[config.mk]
export PLATFORM = sky130hd
export DESIGN_NAME = bs_serial_sub
export DESIGN_NICKNAME = d
export VERILOG_FILES = /design/src/rtl/bs_serial_sub.sv
export SDC_FILE = /design/constraint.sdc
export NUM_CORES = 1
export LEC_CHECK = 0
export BUFFER_PORTS_ARGS = -buffer_cell sky130_fd_sc_hd__clkbuf_2
export CAP_MARGIN = 10
export CORE_MARGIN = 4
export CORE_UTILIZATION = 47
export DETAILED_ROUTE_END_ITERATION = 16
export GPL_ROUTABILITY_DRIVEN = 0
export PLACE_DENSITY_LB_ADDON = 0.12
export SETUP_SLACK_MARGIN = 0.4
export SYNTH_ARGS = -nofsm -noshare
export SYNTH_HDL_FRONTEND = slang
export SYNTH_SLANG_ARGS = --single-unit
export TNS_END_PERCENT = 30
[constraint.sdc]
create_clock -name clk -period 4.06 [get_ports clk]
set_clock_uncertainty 0.1 [all_clocks]
set_input_delay 1.218 -clock clk [delete_from_list [all_inputs] [get_ports clk]]
set_output_delay 1.218 -clock clk [all_outputs]
set_load 0.005 [all_outputs]
[src/rtl/bs_serial_sub.sv]
// bs_serial_sub: bit-serial LSB-first subtractor with valid/ready handshakes on operands and result
module bs_serial_sub #(
    parameter int WIDTH = 8
) (
    input  logic             clk,
    input  logic             rst,
    input  logic             in_valid,
    output logic             in_ready,
    input  logic [WIDTH-1:0] a_in,
    input  logic [WIDTH-1:0] b_in,
    output logic             out_valid,
    input  logic             out_ready,
    output logic [WIDTH-1:0] diff,
    output logic             borrow_out,
    output logic             busy
);
    localparam int CW = (WIDTH > 1) ? $clog2(WIDTH) : 1;
    localparam logic [CW-1:0] LAST = CW'(WIDTH - 1);

    typedef enum logic [1:0] {IDLE, SHIFT, DONE} state_t;

    state_t           state;
    logic [WIDTH-1:0] a_sh, b_sh, r_sh;
    logic             br;
    logic [CW-1:0]    cnt;
    logic             d, br_next;

    // single-bit subtract cell on the current LSB pair and the stored borrow
    always_comb begin
        d       = a_sh[0] ^ b_sh[0] ^ br;
        br_next = (~a_sh[0] & b_sh[0]) | (~(a_sh[0] ^ b_sh[0]) & br);
    end

    assign in_ready  = (state == IDLE);
    assign out_valid = (state == DONE);
    assign busy      = (state != IDLE);

    // sequencer; the result outputs are captured only on the last shift so they stay still while R shifts
    always_ff @(posedge clk) begin
        if (!rst) begin
            state      <= IDLE;
            a_sh       <= '0;
            b_sh       <= '0;
            r_sh       <= '0;
            br         <= 1'b0;
            cnt        <= '0;
            diff       <= '0;
            borrow_out <= 1'b0;
        end else begin
            case (state)
                IDLE: if (in_valid) begin
                    a_sh  <= a_in;
                    b_sh  <= b_in;
                    br    <= 1'b0;
                    cnt   <= '0;
                    state <= SHIFT;
                end
                SHIFT: begin
                    r_sh <= {d, r_sh[WIDTH-1:1]};
                    a_sh <= a_sh >> 1;
                    b_sh <= b_sh >> 1;
                    br   <= br_next;
                    cnt  <= cnt + CW'(1);
                    if (cnt == LAST) begin
                        diff       <= {d, r_sh[WIDTH-1:1]};
                        borrow_out <= br_next;
                        state      <= DONE;
                    end
                end
                DONE: if (out_ready) state <= IDLE;
                default: state <= IDLE;
            endcase
        end
    end
endmodule

# --- Word-level counts from Yosys, hierarchy flattened ---
# Index checks and enable logic that the tools add are counted.
totals:
  regBits: 39
  input_bits: 20
  out_inout_bits: 12
  elab_cells: 40
classes:
  n_addsub: 1
  n_eq_ne: 6
  mux: 12
  bitwise_logic: 7
  reduce_logical: 6
op_table:
  columns: ["operator", "n"]
  rows:
  - ["$pmux W8 S2", 2]
  - ["$mux W8", 2]
  - ["$mux W2", 3]
  - ["$pmux W2 S3", 1]
  - ["$pmux W3 S2", 1]
  - ["$ne A2 B2 Y1 const B", 2]
  - ["$reduce_and A2 Y1", 2]
  - ["$reduce_bool A2 Y1", 2]
  - ["$add A3 B1 Y3 const B", 1]
  - ["$eq A3 B3 Y1 const B", 1]
  - ["$mux W3", 1]
  - ["$reduce_and A3 Y1", 1]
  - ["$and A1 B1 Y1", 2]
  - ["$eq A2 B1 Y1 const B", 1]
  - ["$eq A2 B2 Y1 const B", 1]
  - ["$logic_not A2 Y1", 1]
  - ["$ne A2 B1 Y1 const B", 1]
  - ["$not A1 Y1", 2]
  - ["$pmux W1 S2", 1]
  - ["$xor A1 B1 Y1", 2]
  - ["$mux W1", 1]
  - ["$or A1 B1 Y1", 1]

# --- Logic depth before layout (Yosys ltp) ---
depth:
  ltp_word: 5
  mapped_depth: 6
  depth_no_buf: 5

# --- Worst setup path after synthesis ---
# Ideal clock, no wire load.
synth_path:
  path_kind: "in2reg"
  startpoint: "input port in_valid"
  endpoint: "register a_sh[0]"
  setup_ns: 0.117
  arrival_ns: 2.022
  required_ns: 3.843
  setup_slack_ns: 1.821
  cell_stages: 5
  path_buffers: 2
  cell_sequence: "or3b_1 -> buf_6 -> buf_8 -> o221ai_2 -> nor2_1"
synth_between:
  elab_chain_len: 2
synth_rtl:
  columns: ["item", "line_no", "rtl"]
  rows:
  - ["from (decl)", "7", "input logic in_valid,"]
  - ["$ne A2 B2 Y1 (no line)", null, null]
  - ["$reduce_and A2 Y1 (no line)", null, null]
  - ["to (signal assigned)", "52", "a_sh <= a_in;"]
  - ["to (signal assigned)", "60", "a_sh <= a_sh >> 1;"]
  - ["to (decl)", "23", "logic [WIDTH-1:0] a_sh, b_sh, r_sh;"]
# No other way between the ends.
# A chain may end at the register's enable or synchronous reset.

# --- Worst setup path in the final report ---
layout_path:
  startpoint: "register state[0]"
  endpoint: "output port in_ready"
layout_between:
  elab_chain_len: 1
layout_rtl:
  columns: ["item", "line_no", "rtl"]
  rows:
  - ["from (decl)", "22", "state_t state;"]
  - ["from (signal assigned)", "41", "state <= IDLE;"]
  - ["from (signal assigned)", "56", "state <= SHIFT;"]
  - ["from (signal assigned)", "67", "state <= DONE;"]
  - ["$logic_not A2 Y1", "34", "assign in_ready = (state == IDLE);"]
  - ["to (decl)", "8", "output logic in_ready,"]
# No other way between the ends.

==> results.sh <==
export IMPL_status="finished clean"
export IMPL_final_cell_area_um2=1815
export IMPL_vdd_drop_max_v=0.0001956
export IMPL_grt_setup_unrepaired="false"
export IMPL_start_util_pct=49.26
export IMPL_postRouteAntennaNets=0
export IMPL_rows=21
export IMPL_arrival_ns=1.27
export IMPL_n_fill_cell=353
export IMPL_cp_num_buf_inv=2
export IMPL_cts_sinks=38
export IMPL_worst_pin_slew_ns=1.063
export IMPL_critPathLaunch="state[0]"
export IMPL_hp_class="reg -> reg"
export IMPL_synth_flop_cell="dfxtp_1"
export IMPL_placed_cell_area_um2=1764
export IMPL_cts_hold_buf=0
export IMPL_syn_inst=174
export IMPL_fp_dieArea_um2=4539
export IMPL_cts_buffers=5
export IMPL_cts_tree="done"
export IMPL_critPathKind="reg -> out"
export IMPL_synth_edf_count=0
export IMPL_r2r_cells=3
export IMPL_synth_cell_types=34
export IMPL_finalCriticalPeriod_ns=2.586
export IMPL_num_vias=1252
export IMPL_grt_max_degree=39
export IMPL_wl_mm=3.101
export IMPL_drcViolationCount=0
export IMPL_grt_pass1_wl_mm=5.430
export IMPL_syn_cell_area_um2=1657
export IMPL_ioPinCount=32
export IMPL_syn_to_final_growth_pct=9.592
export IMPL_fin_crit_sh_pct=63.69
export IMPL_portBuffers=31
export IMPL_avgSynthCellArea_um2=9.521
export IMPL_yosys_register_bits=38
export IMPL_first_pass_iters=4
export IMPL_cts_resized=0
export IMPL_die_h_um=67.37
export IMPL_p_per_area_nw_per_um2=366.0
export IMPL_overflow=0
export IMPL_crit_family="flip-flops"
export IMPL_dp_hpwl_mm=2.197
export IMPL_synth_async_reset_ratio_pct=0
export IMPL_core_area_um2=3363
export IMPL_grt_total_usage_pct=16.13
export IMPL_cp_cell_sequence="or2_2 > inv_1 > clkbuf_2"
export IMPL_worstSetupPathDepth=3
export IMPL_max_freq_mhz=386.7
export IMPL_slowest_delay_ns=0.43
export IMPL_tns_ns=0
export IMPL_reg2reg_from="state[1]"
export IMPL_post_drt_wl_per_cell_um=12.71
export IMPL_critPathLaunchType="flip-flop"
export IMPL_htree_levels=2
export IMPL_nets=222
export IMPL_setup_worst_path_end_class="output port"
export IMPL_cts_setup_buffers=0
export IMPL_n_antenna_cell=0
export IMPL_vias_per_cell=5.131
export IMPL_worst_ep_required_time_ns=2.74
export IMPL_maxSlewHeadroom_pct=29.14
export IMPL_hold_viol=0
export IMPL_hold_ws_ns=0.3747
export IMPL_cts_root_buf="clkbuf_4"
export IMPL_layoutNonFillerInstCount=244
export IMPL_dp_cells=238
export IMPL_critPathMaxFanout=13
export IMPL_yosysSeqAreaShare_pct=45.92
export IMPL_drtIter0Drc=39
export IMPL_die_w_um=67.37
export IMPL_grt_pass1_vias=1235
export IMPL_cpMaxStageDelayCell="dfxtp_1"
export IMPL_clk_pin_slew_worst_paths_ns=0.10
export IMPL_synthesis_nets=197
export IMPL_holdCritStartpoint="diff[4]"
export IMPL_cap_violations=0
export IMPL_finalMaxSlewViolations=0
export IMPL_drive_above_1_share_pct=24.75
export IMPL_max_clock_path_buffers=2
export IMPL_leakage_nw=0.7227
export IMPL_yosysWarnings=0
export IMPL_clkLatencyLatePin_ns=0.33
export IMPL_min_path_cells=2
export IMPL_antenna_found_initial=0
export IMPL_final_setup_viol_count=0
export IMPL_postLayoutCoreUtil_pct=53.98
kinds of logic after synthesis:
logic type      Yosys count  share of synthesized area (%)
buf+inv                  17                          7.250
fa+ha+maj                 3                          2.719
mux                       1                         0.6043
simple gates             73                          19.71
compound gates           42                          23.79
flops                    38                          45.92
tightest hold or removal path: stages (launching register included):
cell,delay (ns)
dfxtp_1,0.32
nand2_1,0.05
a21boi_0,0.06
cell type report:
cell class                 instances  area [um2]  area share, %
clock buffer                       6       51.30          2.826
inverter                           4       15.01         0.8270
multi-input combinational        119       775.7          42.73
sequential                        38       760.7          41.90
tap                               46       57.56          3.170
timing repair buffer              31       155.1          8.546
layout by cell type (no fill, tap or decap), types with 4 or more instances in the layout:
| cell type | instances |
|---|---|
| clkbuf_2 | 31 |
| inv_1 | 4 |
| nor2b_1 | 5 |
| dfxtp_1 | 38 |
| clkbuf_4 | 5 |
| o221ai_2 | 10 |
| o221ai_1 | 4 |
| nor2_1 | 27 |
| nand2_1 | 32 |
| a21boi_0 | 17 |
synth_stat cells (all sizes together), types with 2 or more instances:
cell	instances	area (um2)
nand2	32	120.1
o211a	2	20.02
inv	4	15.01
nor2b	5	31.28
a22oi	2	15.01
nor2	27	101.4
o21ai	2	10.01
a21boi	17	127.6
o221ai	14	185.2
nand4bb	2	22.52
dfxtp	38	760.7
clkbuf	4	18.77
ha	2	25.02
buf	8	73.81
sequential cells by signal, indices dropped and copies added (netlist names):
signal	cells
state	2
cnt	3
br	1
borrow_out	1
b_sh	8
r_sh	7
diff	8
a_sh	8
report_power, final:
group	switching (mW)	total [mW]	internal, mW
sequential	0.0129	0.403	0.390
combinational	0.0393	0.0721	0.0327
clock	0.112	0.190	0.0781
layer usage:
| metal | global-route usage (%) | part of all wire (%) |
|---|---|---|
| met1 | 18.89 | 47 |
| met2 | 26.75 | 46 |
| met3 | 5.491 | 5.1 |
| met4 | 6.835 | 1.6 |
| met5 | 0 | 0 |
worst paths after layout:
kind	slack, ns	end
max	1.47	in_ready
min reg2reg	0.37	diff[4]
min	0.37	diff[4]
max reg2reg	2.12	br
through the flow:
step                total power [mW]  worst slack, ns
floorplan                     0.4695            1.821
global route                  0.7035            1.362
CTS                           0.6747            1.453
finish                        0.6645            1.474
detailed placement            0.4851            1.426
global placement              0.4817            1.475
No activity file was read; power rests on OpenSTA's default activity.
